## src/rtl/voice_allocator.sv

```systemverilog
`default_nettype none
// =============================================================================
// Module   : voice_allocator
// Purpose  : Assigns note events to voices (match > free > release > steal-LRU).
//            Optional sustain pedal: define VOICE_ALLOCATOR_SUSTAIN_EN.
// Revision : 1.0
// =============================================================================
module voice_allocator #(
    parameter int VOICES        = 4,
    parameter int NOTE_BITS     = 7,
    parameter int RELEASE_TICKS = 48000,
    parameter int TICK_BITS     = 16
) (
    input  logic                        clk,
    input  logic                        rst,
    input  logic                        sample_tick,
`ifdef VOICE_ALLOCATOR_SUSTAIN_EN
    input  logic                        sustain,
`endif
    input  logic                        ev_valid,
    output logic                        ev_ready,
    input  logic                        ev_on,
    input  logic [NOTE_BITS-1:0]        ev_note,
    output logic [VOICES-1:0]           voice_gate,
    output logic [VOICES-1:0]           voice_trig,
    output logic [VOICES*NOTE_BITS-1:0] voice_note,
    output logic [VOICES-1:0]           voice_busy,
    output logic                        steal
);
    localparam int                   VB       = $clog2(VOICES);
    localparam logic [VB-1:0]        LAST_IDX = VB'(VOICES - 1);
    localparam logic [TICK_BITS-1:0] REL_LOAD = TICK_BITS'(RELEASE_TICKS);

`ifdef VOICE_ALLOCATOR_SUSTAIN_EN
    typedef enum logic [1:0] {V_IDLE, V_HELD, V_RELEASE, V_SUSTAINED} vstate_t;
`else
    typedef enum logic [1:0] {V_IDLE, V_HELD, V_RELEASE} vstate_t;
`endif
    typedef enum logic [1:0] {C_ACCEPT, C_SCAN, C_COMMIT} ctrl_t;

    // A keyed voice is one whose gate is open; sustained voices behave as held.
    function automatic logic is_keyed(input vstate_t s);
`ifdef VOICE_ALLOCATOR_SUSTAIN_EN
        return (s == V_HELD) || (s == V_SUSTAINED);
`else
        return s == V_HELD;
`endif
    endfunction

    ctrl_t                  ctrl_q, ctrl_d;
    logic [VB-1:0]          idx_q, idx_d;
    logic                   on_q, on_d;
    logic [NOTE_BITS-1:0]   lnote_q, lnote_d;
    logic                   match_v_q, match_v_d, free_v_q, free_v_d;
    logic                   rel_v_q, rel_v_d, old_v_q, old_v_d;
    logic [VB-1:0]          match_i_q, match_i_d, free_i_q, free_i_d;
    logic [VB-1:0]          rel_i_q, rel_i_d, old_i_q, old_i_d;
    logic [VB-1:0]          rel_r_q, rel_r_d, old_r_q, old_r_d;

    vstate_t                state_q [VOICES];
    vstate_t                state_d [VOICES];
    logic [NOTE_BITS-1:0]   note_q  [VOICES];
    logic [NOTE_BITS-1:0]   note_d  [VOICES];
    logic [TICK_BITS-1:0]   cnt_q   [VOICES];
    logic [TICK_BITS-1:0]   cnt_d   [VOICES];
    logic [VB-1:0]          rank_q  [VOICES];
    logic [VB-1:0]          rank_d  [VOICES];
    logic [VOICES-1:0]      gate_q, gate_d, trig_q, trig_d, busy_q, busy_d;
    logic                   steal_q, steal_d;

    logic                   commit;
    logic [VB-1:0]          pick;
    logic                   do_on, do_off, take_old;
    vstate_t                scan_st;
    logic [NOTE_BITS-1:0]   scan_note;
    logic [VB-1:0]          scan_rank;

`ifdef VOICE_ALLOCATOR_SUSTAIN_EN
    logic sus_q;
    logic sus_fall;
    assign sus_fall = sus_q & ~sustain;
    always_ff @(posedge clk) begin
        if (rst) sus_q <= 1'b0;
        else     sus_q <= sustain;
    end
`endif

    assign scan_st   = state_q[idx_q];
    assign scan_note = note_q[idx_q];
    assign scan_rank = rank_q[idx_q];
    assign ev_ready  = (ctrl_q == C_ACCEPT);

    always_comb begin
        ctrl_d    = ctrl_q;
        idx_d     = idx_q;
        on_d      = on_q;
        lnote_d   = lnote_q;
        match_v_d = match_v_q;
        match_i_d = match_i_q;
        free_v_d  = free_v_q;
        free_i_d  = free_i_q;
        rel_v_d   = rel_v_q;
        rel_i_d   = rel_i_q;
        rel_r_d   = rel_r_q;
        old_v_d   = old_v_q;
        old_i_d   = old_i_q;
        old_r_d   = old_r_q;
        commit    = 1'b0;
        case (ctrl_q)
            C_ACCEPT: begin
                if (ev_valid) begin
                    on_d      = ev_on;
                    lnote_d   = ev_note;
                    idx_d     = '0;
                    match_v_d = 1'b0;
                    free_v_d  = 1'b0;
                    rel_v_d   = 1'b0;
                    old_v_d   = 1'b0;
                    ctrl_d    = C_SCAN;
                end
            end
            C_SCAN: begin
                if (is_keyed(scan_st) && (scan_note == lnote_q) && !match_v_q) begin
                    match_v_d = 1'b1;
                    match_i_d = idx_q;
                end
                if ((scan_st == V_IDLE) && !free_v_q) begin
                    free_v_d = 1'b1;
                    free_i_d = idx_q;
                end
                if ((scan_st == V_RELEASE) && (!rel_v_q || (scan_rank > rel_r_q))) begin
                    rel_v_d = 1'b1;
                    rel_i_d = idx_q;
                    rel_r_d = scan_rank;
                end
                if (is_keyed(scan_st) && (!old_v_q || (scan_rank > old_r_q))) begin
                    old_v_d = 1'b1;
                    old_i_d = idx_q;
                    old_r_d = scan_rank;
                end
                if (idx_q == LAST_IDX) ctrl_d = C_COMMIT;
                else                   idx_d  = idx_q + VB'(1);
            end
            C_COMMIT: begin
                commit = 1'b1;
                ctrl_d = C_ACCEPT;
            end
            default: ctrl_d = C_ACCEPT;
        endcase
    end

    always_comb begin
        pick     = old_i_q;
        take_old = 1'b0;
        if (match_v_q)     pick = match_i_q;
        else if (free_v_q) pick = free_i_q;
        else if (rel_v_q)  pick = rel_i_q;
        else               take_old = old_v_q;
        do_on   = commit & on_q;
        do_off  = commit & ~on_q & match_v_q;
        steal_d = do_on & take_old;
    end

    // Commit writes come last so they override a same-cycle release tick.
    always_comb begin
        for (int i = 0; i < VOICES; i++) begin
            state_d[i] = state_q[i];
            note_d[i]  = note_q[i];
            cnt_d[i]   = cnt_q[i];
            rank_d[i]  = rank_q[i];
            trig_d[i]  = 1'b0;
            if (sample_tick && (state_q[i] == V_RELEASE)) begin
                if (cnt_q[i] <= TICK_BITS'(1)) begin
                    state_d[i] = V_IDLE;
                    cnt_d[i]   = '0;
                end else begin
                    cnt_d[i] = cnt_q[i] - TICK_BITS'(1);
                end
            end
`ifdef VOICE_ALLOCATOR_SUSTAIN_EN
            if (sus_fall && (state_q[i] == V_SUSTAINED)) begin
                state_d[i] = V_RELEASE;
                cnt_d[i]   = REL_LOAD;
            end
`endif
            if (do_on) begin
                if (pick == VB'(i)) begin
                    state_d[i] = V_HELD;
                    note_d[i]  = lnote_q;
                    trig_d[i]  = 1'b1;
                    rank_d[i]  = '0;
                end else if (rank_q[i] < rank_q[pick]) begin
                    rank_d[i] = rank_q[i] + VB'(1);
                end
            end
            if (do_off && (pick == VB'(i))) begin
`ifdef VOICE_ALLOCATOR_SUSTAIN_EN
                state_d[i] = sustain ? V_SUSTAINED : V_RELEASE;
`else
                state_d[i] = V_RELEASE;
`endif
                cnt_d[i] = REL_LOAD;
            end
            gate_d[i] = is_keyed(state_d[i]);
            busy_d[i] = (state_d[i] != V_IDLE);
        end
    end

    always_ff @(posedge clk) begin
        if (rst) begin
            ctrl_q    <= C_ACCEPT;
            idx_q     <= '0;
            on_q      <= 1'b0;
            lnote_q   <= '0;
            match_v_q <= 1'b0;
            match_i_q <= '0;
            free_v_q  <= 1'b0;
            free_i_q  <= '0;
            rel_v_q   <= 1'b0;
            rel_i_q   <= '0;
            rel_r_q   <= '0;
            old_v_q   <= 1'b0;
            old_i_q   <= '0;
            old_r_q   <= '0;
            gate_q    <= '0;
            trig_q    <= '0;
            busy_q    <= '0;
            steal_q   <= 1'b0;
            for (int i = 0; i < VOICES; i++) begin
                state_q[i] <= V_IDLE;
                note_q[i]  <= '0;
                cnt_q[i]   <= '0;
                rank_q[i]  <= VB'(i);
            end
        end else begin
            ctrl_q    <= ctrl_d;
            idx_q     <= idx_d;
            on_q      <= on_d;
            lnote_q   <= lnote_d;
            match_v_q <= match_v_d;
            match_i_q <= match_i_d;
            free_v_q  <= free_v_d;
            free_i_q  <= free_i_d;
            rel_v_q   <= rel_v_d;
            rel_i_q   <= rel_i_d;
            rel_r_q   <= rel_r_d;
            old_v_q   <= old_v_d;
            old_i_q   <= old_i_d;
            old_r_q   <= old_r_d;
            gate_q    <= gate_d;
            trig_q    <= trig_d;
            busy_q    <= busy_d;
            steal_q   <= steal_d;
            for (int i = 0; i < VOICES; i++) begin
                state_q[i] <= state_d[i];
                note_q[i]  <= note_d[i];
                cnt_q[i]   <= cnt_d[i];
                rank_q[i]  <= rank_d[i];
            end
        end
    end

    assign voice_gate = gate_q;
    assign voice_trig = trig_q;
    assign voice_busy = busy_q;
    assign steal      = steal_q;

    generate
        for (genvar gi = 0; gi < VOICES; gi++) begin : g_note
            assign voice_note[gi*NOTE_BITS +: NOTE_BITS] = note_q[gi];
        end
    endgenerate

endmodule
`default_nettype wire
```

## config.mk

```make
export PLATFORM = sky130hd
export DESIGN_NAME = voice_allocator
export DESIGN_NICKNAME = d
export VERILOG_FILES = /design/src/rtl/voice_allocator.sv
export SDC_FILE = /design/constraint.sdc
export NUM_CORES = 1
export LEC_CHECK = 0
export ABC_CLOCK_PERIOD_IN_PS = 4100
export CAP_MARGIN = 40
export CORE_UTILIZATION = 45
export CTS_CLUSTER_SIZE = 28
export DETAILED_ROUTE_END_ITERATION = 16
export SLEW_MARGIN = 25
export SYNTH_ARGS = -nofsm -noshare
export SYNTH_HDL_FRONTEND = slang
export SYNTH_SLANG_ARGS = --single-unit
export TNS_END_PERCENT = 20
```

## constraint.sdc

```tcl
create_clock -name clk -period 4.1 [get_ports clk]
set_clock_uncertainty 0.1 [all_clocks]
set_input_delay 1.23 -clock clk [delete_from_list [all_inputs] [get_ports clk]]
set_output_delay 1.23 -clock clk [all_outputs]
set_load 0.03 [all_outputs]
```

Word-level counts from Yosys, hierarchy flattened:

Memory sizes are Yosys's and may differ from the RTL's. A register that Yosys moved wholly into a read port is not among the register bits.
Cells that the tools add are included.

* flip-flop bits (word level): 41
* bits in writable memories: 108
* memories: 4
* bits of input ports: 12
* output and inout bits: 42

Memories
* cnt_q: depth 4, width 16, rd ports 4, clocked after memory_dff 0, write ports 4, line 64 `logic [TICK_BITS-1:0] cnt_q [VOICES];`
* note_q: depth 4, width 7, rd ports 5, clocked after memory_dff 1, write ports 4, line 62 `logic [NOTE_BITS-1:0] note_q [VOICES];`
* rank_q: depth 4, width 2, rd ports 6, clocked after memory_dff 1, write ports 4, line 66 `logic [VB-1:0] rank_q [VOICES];`
* state_q: depth 4, width 2, rd ports 5, clocked after memory_dff 1, write ports 4, line 60 `vstate_t state_q [VOICES];`

* bitwise operators: 22
* equal/unequal tests: 24
* add/sub/neg operators: 9
* $lt $le $gt $ge: 10
* reductions and logical operators: 39
* multiplexer cells: 103

Operator list (count)
* two-way mux 16 bit: 16
* two-way mux 2 bit: 53
* two-way mux 7 bit: 12
* less-or-equal comparator 16 x 1 -> 1 bit (second input constant): 4
* subtractor 16 x 1 -> 16 bit (second input constant): 4
* == test 2 bit (second input constant): 9
* two-way mux 1 bit: 16
* bitwise OR 1 bit: 16
* AND reduction 3 bit: 5
* == test 2 x 1 -> 1 bit (second input constant): 7
* != test 2 bit (second input constant): 7
* logical AND 1 bit: 13
* AND reduction 2 bit: 6
* adder 2 x 1 -> 2 bit (second input constant): 5
* nonzero test 2 bit: 5
* < comparator 2 bit: 4
* one-hot mux 1 bit (2 select lines): 4
* one-hot mux 2 bit (2 select lines): 2
* == test 7 bit: 1
* zero test 2 bit: 3
* bitwise AND 1 bit: 4
* greater-than comparator 2 bit: 2
* zero test 1 bit: 4
* logical OR 1 bit: 2
* other kinds (2): 3

Depth between registers and ports, before layout:

Gate-level depths: netlist (run 1).
An unclocked memory read counts as a cell.

* depth after elaboration: 9
* gate-level depth with buffers: 12

Worst setup path after synthesis (run 1):

OpenSTA, ideal clock, no wires.

* path kind: reg-to-reg
* start point: reg match_v_q
* end point: mem rank_q[1][1] (netlist name)
* clock period less this slack: 3.034 ns
* data arrival time: 2.864 ns
* data required time: 3.930 ns
* setup slack: 1.066 ns
* cell stages (with the launch flop): 12
* library setup time: 0.070 ns
* cells stage by stage: dfxtp_1 -> clkbuf_1 -> nor2_1 -> nor2_1 -> a21oi_1 -> mux4_2 -> inv_1 -> ha_1 -> nor3b_1 -> nand2_1 -> or4_1 -> a21oi_1

RTL lines
* start, declared: line 54 `logic match_v_q, match_v_d, free_v_q, free_v_d;`
* start signal, assigned: line 240 `match_v_q <= match_v_d;`
* end, declared: line 66

==> impl_results.md, run 1 <==
- FMAX: approximately 290 MHz
- Largest net degree at the start of global routing: 46
- Critical path arrival: 3.72 ns
- Die Ht: 128 um
- Final setup fails: 0
- Placed cell count: 1,030
- Total Routed Length: around 17,000 um
- CP endpoint kind: flop
- Critical Path Fanout Max: 15
- Port Buffer Count: between 50 and 60
- All-Layer GR Usage: 0.219
- Ys Warns: 0
- Mean Syn Cell Area: 9.07 um^2
- Worst-skew pair later-pin latency: approximately 0.42 ns
- Design Power: 3.20 mW
- Yosys reg bits: 151
- Minimum clock period: 3.46 ns
- Clock transition at path regs: 0.06 ns
- Async SR Flop Fraction: 0
- Cell Chain, Critical Path: nor2_1, nor2_1, a21oi_1, mux4_2, inv_1, ha_1, nor3b_1, nand2_1, or4_1, a21oi_1
- Initial antenna violation count: 0
- RSZ-0062 raised after global routing: no
- GPL Wtd Cong: ~0.85
- DRC Markers: 0
- Hold-fix buffers, CTS: 0
- Fin util: 0.552
- Cell taking the most area after synthesis: dfxtp_1
- Layout Cells excl Fill: 1,062
- Status: completed
- Post-Synthesis Cells: 794
- Max stage delay on crit path: 0.54 ns
- Congestion Overflow GR: 0
- CTS root buf: clkbuf_16
- Area Growth Syn to Fin: 18.3%
- Slew Viols, Final: 0
- Peak supply drop: slightly above 0.3 mV
- Area of the die: roughly 17,000 um^2
- Row Count: 45
- Primary FF master, synth: dfxtp_1
- Slowest cell on crit path: mux4_2
- Area contributors post-synth: dfxtp_1, mux2i_1, nor2_1
- Measured slew at the worst slew-check pin: ~0.80 ns
- Sequential fraction of the synthesis area: 0.420
- Via count: approximately 5,900
- Cell Pwr Density: 376 nW/um^2
- Syn Std Cell Area: 7200 um^2
- Initial DRT Pass Iterations: 5
- Clock tree buffer depth: 2
- CP startpoint kind: flop
- DIE WIDTH: 128 um
- Mapped Nets: 823
- Final worst path period share: 0.844
- Leak Pwr: 3.08 nW
- Total CTS buffers: 17
- IO Count: 54
- Required @ worst endpoint: roughly 4.4 ns
- First-pass GRT wire length: ~28,000 um
- CORE AREA: 15,400 um^2
- Dominant delay contributor by cell family on the critical path: simple AND/OR/NAND/NOR gates
- Final antenna-violating net count: 0
- Layout Nets: 867
- CP bufs+invs: 1
- Initial Util: 0.467
- Initial detailed-routing violation count: 397
- EDFF count, synth: 0
- Min-Delay Path Class: reg2reg
- Post-synth cell types: 66
- Final hold violation count: 0
- Vias in the first global route: 5,715
- # resized after CTS: 0
- CTS tree: done
- Detailed placement HPWL: 11,800 um
- Slew headroom: 0.462
- Max cap viols: 0
- Setup TNS Final: 0 ns
- Wirelength per Cell: 15.9 um
- Sink Count: approximately 150
- Layout cell share with drive strength beyond 1: 0.0870
- Post-CTS setup buffer count: 0
- Number of H-tree levels: 4
- Kind of critical path: reg2reg
- Vias per inst: 5.56
- Antenna fix cells: 0
- Post-synth top area share: 0.420
## placed cells by master (no fill, tap or decap), types with 8 or more instances in the layout
cell type        instances
and2_1                   8
nor3_1                  38
xor2_1                   8
clkbuf_16               17
nand3b_1                11
o21ai_0                 18
nor2_1                 117
mux2i_1                 49
nor4_1                  12
a31oi_1                 27
clkdlybuf4s50_1         52
a21oi_1                 34
mux4_2                  12
or3_1                   17
ha_1                    17
buf_4                   10
xnor2_1                 30
nand3_1                 12
dfxtp_1                151
inv_1                   22
nand4b_1                 9
or4_1                   14
nand2_1                 59
## cell usage after synthesis (4+ instances only)
cell	count
nand2_1	59
nor3_1	38
inv_1	22
a31oi_1	27
mux4_2	12
nor2b_1	5
dfxtp_1	151
or4_1	14
or3_1	17
nor2_1	117
nand4_1	5
or2_2	4
xor2_1	8
and2_1	8
or4_4	4
and3_1	4
clkbuf_1	29
mux2i_1	49
ha_1	17
buf_2	6
nand3b_1	11
o31ai_1	6
nand4b_1	9
nor3b_1	6
nor4_1	12
o21ai_0	19
a21oi_1	34
xnor2_1	30
nand3_1	12
a22oi_1	5
## registers in the layout, indices dropped and copies added, names as in the netlist, 4 cells and up, named ones only
| register | cells |
|---|---|
| rank_q | 8 |
| note_q | 28 |
| cnt_q | 64 |
| state_q | 8 |
| voice_trig | 4 |
| voice_busy | 4 |
| lnote_q | 7 |
| voice_gate | 4 |
## final cells by class
cell class,count,area (um^2)
Clock buffer,20,467
Clock inverter,12,141
Fill cell,1413,6910
Inverter,22,82.6
Multi-Input combinational cell,584,3940
Sequential cell,151,3020
Tap cell,211,264
Timing Repair Buffer,62,596
## kinds of logic (layout without fill, tap and decap cells)
family,Yosys count,count (layout),share of synthesized area
AOI/OAI and AO/OA,126,126,0.117
xor gates and xnor gates,38,38,0.0462
adders and majority gates,17,17,0.0295
buffers and inverters,59,116,0.0323
DFF,151,151,0.420
muxes,64,64,0.110
and+or+nand+nor,339,339,0.244
## through the flow
| stage | worst slack, ns | hold WS [ns] | instance area (um^2) |
|---|---|---|---|
| after floorplan | 1.07 | 0.344 | 7200 |
| after global placement | 0.666 | 0.371 | 7910 |
| after detailed placement | 0.627 | 0.385 | 7910 |
| after CTS | 0.673 | 0.396 | 8520 |
| after global routing | 0.195 | 0.413 | 8520 |
| final | 0.641 | 0.390 | 8520 |
## tightest hold or removal path: cells and delay by family (launching register included)
family        cells  cell delay, ns
mux               1            0.06
simple gates      1            0.07
flops             1            0.32
## report_power, final
group | internal (mW) | switching (mW)
Sequential | 1.48 | 0.0167
Combinational | 0.0475 | 0.0749
Clock | 0.951 | 0.639
## final timing paths
check	slack, ns	cells past startpoint	to	start
min	0.39	2	rel_r_q[1]$_SDFFE_PP0P_	rel_r_q[1]$_SDFFE_PP0P_
min reg2reg	0.39	2	rel_r_q[1]$_SDFFE_PP0P_	rel_r_q[1]$_SDFFE_PP0P_
max	0.64	10	rank_q[1][1]$_SDFFE_PP0P_	match_v_q$_SDFFE_PP0P_
max reg2reg	0.64	10	rank_q[1][1]$_SDFFE_PP0P_	match_v_q$_SDFFE_PP0P_
## layer usage
metal  up-vias  global-route usage  wire length, um
li1       2945                   -                -
met1      2828               0.274             7830
met3        17              0.0511              681
met5         -                   0                0
met2       118               0.367             8100
met4         0              0.0782              276
(Power assumes the default switching activity.)
==> inputs of run 2 (changes only) <==
- ABC_CLOCK_PERIOD_IN_PS: 4100 -> 3200
- clock period: 4.1 -> 3.2 ns (I/O delays scaled with it)
==> run 2 against run 1 <==
  * First-iteration DRC count shrank 6.0%
  * Clock-buffer cell count shrank 2
  * Maximum frequency grew 17%
  * Hold slack lost 0.0010 ns
  * Critical path depth grew 1
  * Non-clock buffer count grew 19
  * Register-to-register slack lost 0.40 ns
  * Clock power grew 23%
  * Via count grew 2.0%
  * Largest power group unchanged
==> impl_results.md, run 2 (synthesized netlist as in run 1, its figures left out) <==
- Sink Count: 151 (unchanged)
- Hold Path Stages: 2 (unchanged)
- Largest register FFs: 64 (unchanged)
- Max stage delay on crit path: 0.40 ns (was 0.54 ns)
- Dominant delay contributor by cell family on the critical path: simple AND/OR/NAND/NOR gates (unchanged)
- R2R depth: 11 (was 10)
- Cell Pwr Density: 466 nW/um^2 (was 376 nW/um^2)
- Leak Pwr: 3.17 nW (was 3.08 nW)
- Peak supply drop: 0.368 mV (was 0.306 mV)
- Area Growth Syn to Fin: 20.1% (was 18.3%)
- Placed inst area: 8060 um^2 (was 7910 um^2)
- RR Endpoint: rank_q[1][1]$_SDFFE_PP0P_ (unchanged)
- CP bufs+invs: 2 (was 1)
- Die Ht: 128 um (unchanged)
- Hold-fix buffers, CTS: 0 (unchanged)
- Area of the die: 16,500 um^2 (unchanged)
- GPL Wtd Cong: 0.841 (was 0.854)
- Detailed placement HPWL: 12,000 um (was 11,800 um)
- Slew Viols, Final: 0 (unchanged)
- # resized after CTS: 0 (unchanged)
- Slowest cell on crit path: dfxtp_1 (was mux4_2)
- CORE AREA: 15,400 um^2 (unchanged)
- CP startpoint kind: flop (unchanged)
- CP endpoint kind: flop (unchanged)
- Layout cell share with drive strength beyond 1: 0.109 (was 0.0870)
- Cell mode on critical path: a21oi_1
- Slew headroom: 0.444 (was 0.462)
- Max cap viols: 0 (unchanged)
- Measured slew at the worst slew-check pin: 0.826 ns (was 0.800 ns)
- Reg2reg setup slack: 0.24 ns (was 0.64 ns)
- Cell Chain, Critical Path: buf_4, mux2_2, nor2_1, a21oi_1, mux4_2, inv_1, ha_1, nor3b_1, nand2_1, or4_1, a21oi_1 (was nor2_1, nor2_1, a21oi_1, mux4_2, inv_1, ha_1, nor3b_1, nand2_1, or4_1, a21oi_1)
- DRC Markers: 0 (unchanged)
- Setup TNS Final: 0 ns (unchanged)
- RSZ-0062 raised after global routing: no (unchanged)
- Status: completed (unchanged)
- Placed cell count: 1,049 (was 1,030)
- First-pass GRT wire length: 28,400 um (about the same)
- Layout Cells excl Fill: 1,081 (was 1,062)
- Post-CTS setup buffer count: 0 (unchanged)
- Design area: 8650 um^2 (was 8520 um^2)
- Worst-skew pair later-pin latency: 0.43 ns (was 0.42 ns)
- Port Buffer Count: 53 (unchanged)
- Most flops, register: cnt_q (unchanged)
- Number of H-tree levels: 4 (unchanged)
- Required @ worst endpoint: 3.45 ns (was 4.36 ns)
- Critical path arrival: 3.21 ns (was 3.72 ns)
- Initial Util: 0.467 (unchanged)
- Hold path start: match_i_q[0]$_SDFFE_PP0P_ (was rel_r_q[1]$_SDFFE_PP0P_)
- Total CTS buffers: 17 (unchanged)
- Via count: 6,024 (was 5,908)
- Row Count: 45 (unchanged)
- All-Layer GR Usage: 0.219 (about the same)
- Critical Path Fanout Max: 12 (was 15)
- Minimum clock period: 2.96 ns (was 3.46 ns)
- Congestion Overflow GR: 0 (unchanged)
- IO Count: 54 (unchanged)
- Commonest non-fill, non-tap cell in the layout: dfxtp_1 (unchanged)
- Wirelength per Cell: 15.9 um (about the same)
- Clock tree buffer depth: 2 (unchanged)
- Layout Nets: 886 (was 867)
- Total Routed Length: 17,100 um (was 16,900 um)
- Vias per inst: 5.57 (was 5.56)
- Largest registers: cnt_q x64, note_q x28 (unchanged)
- Min-Delay Path Class: reg2reg (unchanged)
- Final antenna-violating net count: 0 (unchanged)
- Final hold violation count: 0 (unchanged)
- Number of fill cells: 1,392 (was 1,413)
- FMAX: 338 MHz (was 289 MHz)
- RR Startpoint: match_v_q$_SDFFE_PP0P_ (unchanged)
- Vias in the first global route: 5,853 (was 5,715)
- CTS tree: done (unchanged)
- Clock transition at path regs: 0.07 ns (was 0.06 ns)
- Largest net degree at the start of global routing: 110 (was 46)
- Final worst path period share: 0.924 (was 0.844)
- Initial detailed-routing violation count: 373 (was 397)
- Final setup fails: 0 (unchanged)
- Initial antenna violation count: 0 (unchanged)
- DIE WIDTH: 128 um (unchanged)
- CTS root buf: clkbuf_16 (unchanged)
- Hold Crit Endpoint: match_i_q[0]$_SDFFE_PP0P_ (was rel_r_q[1]$_SDFFE_PP0P_)
- Kind of critical path: reg2reg (unchanged)
- Most frequent cells in the layout: dfxtp_1, nor2_1, nand2_1 (unchanged)
- Antenna fix cells: 0 (unchanged)
- Initial DRT Pass Iterations: 4 (was 5)
[run 2: cell types whose count changed in the layout (fill, tap and decap cells not counted), sizes merged]
cell / before / now
clkbuf: 20 / 18
buf: 10 / 29
inv: 24 / 28
clkinvlp: 5 / 4
bufinv: 2 / 1
[run 2: tightest hold or removal path, cell delays in order, from the launching register on]
cell and delay [ns]:
dfxtp_1 0.33, nand2_1 0.06, mux2i_1 0.05
[run 2: metal layers]
| layer | global-route usage | share of wire | up-vias |
|---|---|---|---|
| li1 | - | - | 2999 |
| met1 | 0.271 | 0.46 | 2872 |
| met2 | 0.367 | 0.49 | 139 |
| met3 | 0.0507 | 0.043 | 14 |
| met4 | 0.0893 | 0.014 | 0 |
| met5 | 0 | 0 | - |
[run 2: where the power goes]
part,total (mW),internal (mW),switching (mW),leakage [nW]
registers,1.91,1.89,0.0199,1.22
logic,0.169,0.0697,0.0995,1.68
clock network,1.95,1.11,0.842,0.271
total,4.03,3.07,0.962,3.17
[run 2: worst max path at each step]
stage / start / endpoint / slack [ns] / cells after the start
finish: match_v_q$_SDFFE_PP0P_ / rank_q[1][1]$_SDFFE_PP0P_ / 0.24 / 11
floorplan: match_v_q$_SDFFE_PP0P_ / rank_q[1][1]$_SDFFE_PP0P_ / 0.17 / 11
global placement: sample_tick / cnt_q[0][9]$_SDFFE_PP0P_ / 0.13 / 6
CTS: free_v_q$_SDFFE_PP0P_ / rank_q[1][1]$_SDFFE_PP0P_ / 0.20 / 10
global route: free_v_q$_SDFFE_PP0P_ / rank_q[1][1]$_SDFFE_PP0P_ / 0.11 / 10
detailed placement: sample_tick / cnt_q[0][9]$_SDFFE_PP0P_ / 0.07 / 6
[run 2: through the flow]
step / total power [mW] / worst slack (ns) / hold slack, ns / utilization
after floorplan: 2.06 / 0.166 / 0.344 / -
after global placement: 2.12 / 0.126 / 0.368 / 0.523
after detailed placement: 2.12 / 0.0671 / 0.381 / 0.523
after CTS: 4.07 / 0.200 / 0.389 / 0.560
after global routing: 4.18 / 0.108 / 0.410 / 0.561
final: 4.03 / 0.243 / 0.389 / 0.561
[run 2: final cells by class]
class | count | area, um^2 | share of cell area
clock buffer | 18 | 439 | 0.0508
timing repair buffer | 81 | 751 | 0.0868
sequential | 151 | 3020 | 0.350
multi-input combinational | 584 | 3950 | 0.457
inverter | 22 | 82.6 | 0.00955
clock inverter | 14 | 139 | 0.0161
tap | 211 | 264 | 0.0305
==> inputs of run 3 (changes only) <==
--- a/config.mk
+++ b/config.mk
@@ -11,4 +11,5 @@
 export CTS_CLUSTER_SIZE = 28
 export DETAILED_ROUTE_END_ITERATION = 16
+export MAX_ROUTING_LAYER = met4
 export SLEW_MARGIN = 25
 export SYNTH_ARGS = -nofsm -noshare
==> constraint.sdc (replaced) <==
create_clock -name clk -period 3.2 [get_ports clk]
set_clock_uncertainty 0.1 [all_clocks]
set_input_delay 0.96 -clock clk [delete_from_list [all_inputs] [get_ports clk]]
set_output_delay 0.96 -clock clk [all_outputs]
set_load 0.05 [all_outputs]
==> run 3 against run 2 <==
  * Total power about the same
  * Cell area stayed put
  * Clock power barely moved
  * Via count barely moved
  * Critical path depth shrank 1
  * Maximum frequency up 0.36%
  * Die area unchanged
  * Routed wire length fell by 0.18%
  * Critical endpoint unchanged
  * Largest cell class unchanged
  * Largest power group unchanged
  * Highest routed layer unchanged
==> impl_results.md, run 3 (synthesized netlist as in run 1, its figures left out) <==
- Placed cell count: 1,049 (unchanged)
- Required @ worst endpoint: 3.45 ns (about the same)
- Minimum clock period: 2.95 ns (was 2.96 ns)
- CTS tree: done (unchanged)
- First-pass GRT wire length: 28,400 um (about the same)
- Multi-input logic area: 3950 um^2 (unchanged)
- Initial Util: 0.467 (unchanged)
- Slew headroom: 0.467 (was 0.444)
- Vias in the first global route: 5,863 (was 5,853)
- Sequential cell area: 3020 um^2 (unchanged)
- All-Layer GR Usage: 0.226 (was 0.219)
- Row Count: 45 (unchanged)
- Min-Delay Path Class: reg2reg (unchanged)
- Final setup fails: 0 (unchanged)
- GPL Wtd Cong: 0.854 (was 0.841)
- Fin util: 0.561 (unchanged)
- Measured slew at the worst slew-check pin: 0.793 ns (was 0.826 ns)
- FMAX: 339 MHz (was 338 MHz)
- Slew Viols, Final: 0 (unchanged)
- RSZ-0062 raised after global routing: no (unchanged)
- Grt met1 use: 0.272 (was 0.271)
- Port Buffer Count: 53 (unchanged)
- Die Ht: 128 um (unchanged)
- Initial detailed-routing violation count: 344 (was 373)
- RR Endpoint: rank_q[1][1]$_SDFFE_PP0P_ (unchanged)
- Layout cell share with drive strength beyond 1: 0.109 (unchanged)
- Number of H-tree levels: 4 (unchanged)
- Grt peak-use layer: met2 (unchanged)
- Wirelength per Cell: 15.8 um (was 15.9 um)
- Commonest non-fill, non-tap cell in the layout: dfxtp_1 (unchanged)
- Kind of critical path: reg2reg (unchanged)
- Antenna fix cells: 0 (unchanged)
- Area of the die: 16,500 um^2 (unchanged)
- Clock transition at path regs: 0.06 ns (was 0.07 ns)
- Total CTS buffers: 17 (unchanged)
- DIE WIDTH: 128 um (unchanged)
- Max cap viols: 0 (unchanged)
- CP endpoint kind: flop (unchanged)
- Most flops, register: cnt_q (unchanged)
- RR Startpoint: match_v_q$_SDFFE_PP0P_ (unchanged)
- Initial DRT Pass Iterations: 5 (was 4)
- Via count: 6,020 (was 6,024)
- Status: completed (unchanged)
- Sink Count: 151 (unchanged)
- Final worst path period share: 0.921 (was 0.924)
- Critical Path Fanout Max: 5 (was 12)
- CORE AREA: 15,400 um^2 (unchanged)
- Reg2reg setup slack: 0.25 ns (was 0.24 ns)
- Leak Pwr: 3.17 nW (unchanged)
- Cell Pwr Density: 466 nW/um^2 (about the same)
- R2R depth: 10 (was 11)
- CTS root buf: clkbuf_16 (unchanged)
- Setup TNS Final: 0 ns (unchanged)
- Most frequent cells in the layout: dfxtp_1, nor2_1, nand2_1 (unchanged)
- Worst-skew pair later-pin latency: 0.43 ns (about the same)
- Largest net degree at the start of global routing: 110 (unchanged)
- Hold path start: match_i_q[1]$_SDFFE_PP0P_ (was match_i_q[0]$_SDFFE_PP0P_)
- Layout Cells excl Fill: 1,081 (unchanged)
- Congestion Overflow GR: 0 (unchanged)
- Largest register FFs: 64 (unchanged)
- Final hold violation count: 0 (unchanged)
- Hold Path Stages: 2 (unchanged)
- Initial antenna violation count: 0 (unchanged)
- Post-CTS setup buffer count: 0 (unchanged)
- Detailed placement HPWL: 12,000 um (unchanged)
- Clock tree buffer depth: 2 (unchanged)
- Vias per inst: 5.57 (about the same)
- Peak supply drop: 0.369 mV (was 0.368 mV)
- Hold Crit Endpoint: match_i_q[1]$_SDFFE_PP0P_ (was match_i_q[0]$_SDFFE_PP0P_)
- CP startpoint kind: flop (unchanged)
- DRC Markers: 0 (unchanged)
- GRT met2 Usage: 0.368 (was 0.367)
- Final hold slack: 0.388 ns (was 0.389 ns)
- IO Count: 54 (unchanged)
- Total Routed Length: 17,100 um (about the same)
- Critical path arrival: 3.20 ns (was 3.21 ns)
- Final antenna-violating net count: 0 (unchanged)
- Met3 Usage GRT: 0.0499 (was 0.0507)
- Design Power: 4.03 mW (about the same)
- Number of fill cells: 1,392 (unchanged)
- Largest registers: cnt_q x64, note_q x28 (unchanged)
- Area Growth Syn to Fin: 20.1% (unchanged)
- Layout Nets: 886 (unchanged)
-- run 3: cell counts in the layout (fill, tap and decap cells not counted) --
No cell type changed its count.
-- run 3: cell type report --
| class | instances | share of cell area |
|---|---|---|
| Clock inverter | 14 | 0.0161 |
| Multi-Input combinational cell | 584 | 0.457 |
| Sequential cell | 151 | 0.350 |
| Clock buffer | 18 | 0.0508 |
| Inverter | 22 | 0.00955 |
| Timing Repair Buffer | 81 | 0.0868 |
| Tap cell | 211 | 0.0305 |
-- run 3: report_power, final --
part	internal (mW)	switching [mW]
registers	1.89	0.0199
clock network	1.11	0.842
logic	0.0696	0.101
total	3.07	0.963
-- run 3: worst max-delay path: stages, from the launching register on --
cell	delay, ns
dfxtp_1	0.34
mux2_2	0.29
nor2_1	0.06
a21oi_1	0.23
mux4_2	0.53
inv_1	0.15
ha_1	0.27
nor3b_1	0.28
nand2_1	0.08
or4_1	0.40
a21oi_1	0.14
-- run 3: per-stage QoR --
step | instance area [um^2] | worst slack (ns)
after floorplan | 7200 | 0.166
after global placement | 8060 | 0.126
after detailed placement | 8060 | 0.0671
after CTS | 8640 | 0.200
after global routing | 8650 | 0.108
final | 8650 | 0.254
-- run 3: routing by layer --
metal  vias up  wire (um)
met3        19        607
met1      2880       7910
met5         -          0
met4         0        289
li1       2994          -
met2       127       8300
-- run 3: repair_timing --
| item | 4_1_cts | 5_1_grt |
|---|---|---|
| endpoints found under the setup margin | 0 | 2 |
| gates resized for setup | 0 | 2 |
| hold buffers | 0 | 0 |
-- run 3: worst max path at each step --
stage / from / to / depth (start not counted)
global placement: sample_tick / cnt_q[0][9]$_SDFFE_PP0P_ / 6
floorplan: match_v_q$_SDFFE_PP0P_ / rank_q[1][1]$_SDFFE_PP0P_ / 11
CTS: free_v_q$_SDFFE_PP0P_ / rank_q[1][1]$_SDFFE_PP0P_ / 10
finish: match_v_q$_SDFFE_PP0P_ / rank_q[1][1]$_SDFFE_PP0P_ / 10
detailed placement: sample_tick / cnt_q[0][9]$_SDFFE_PP0P_ / 6
global route: free_v_q$_SDFFE_PP0P_ / rank_q[1][1]$_SDFFE_PP0P_ / 10
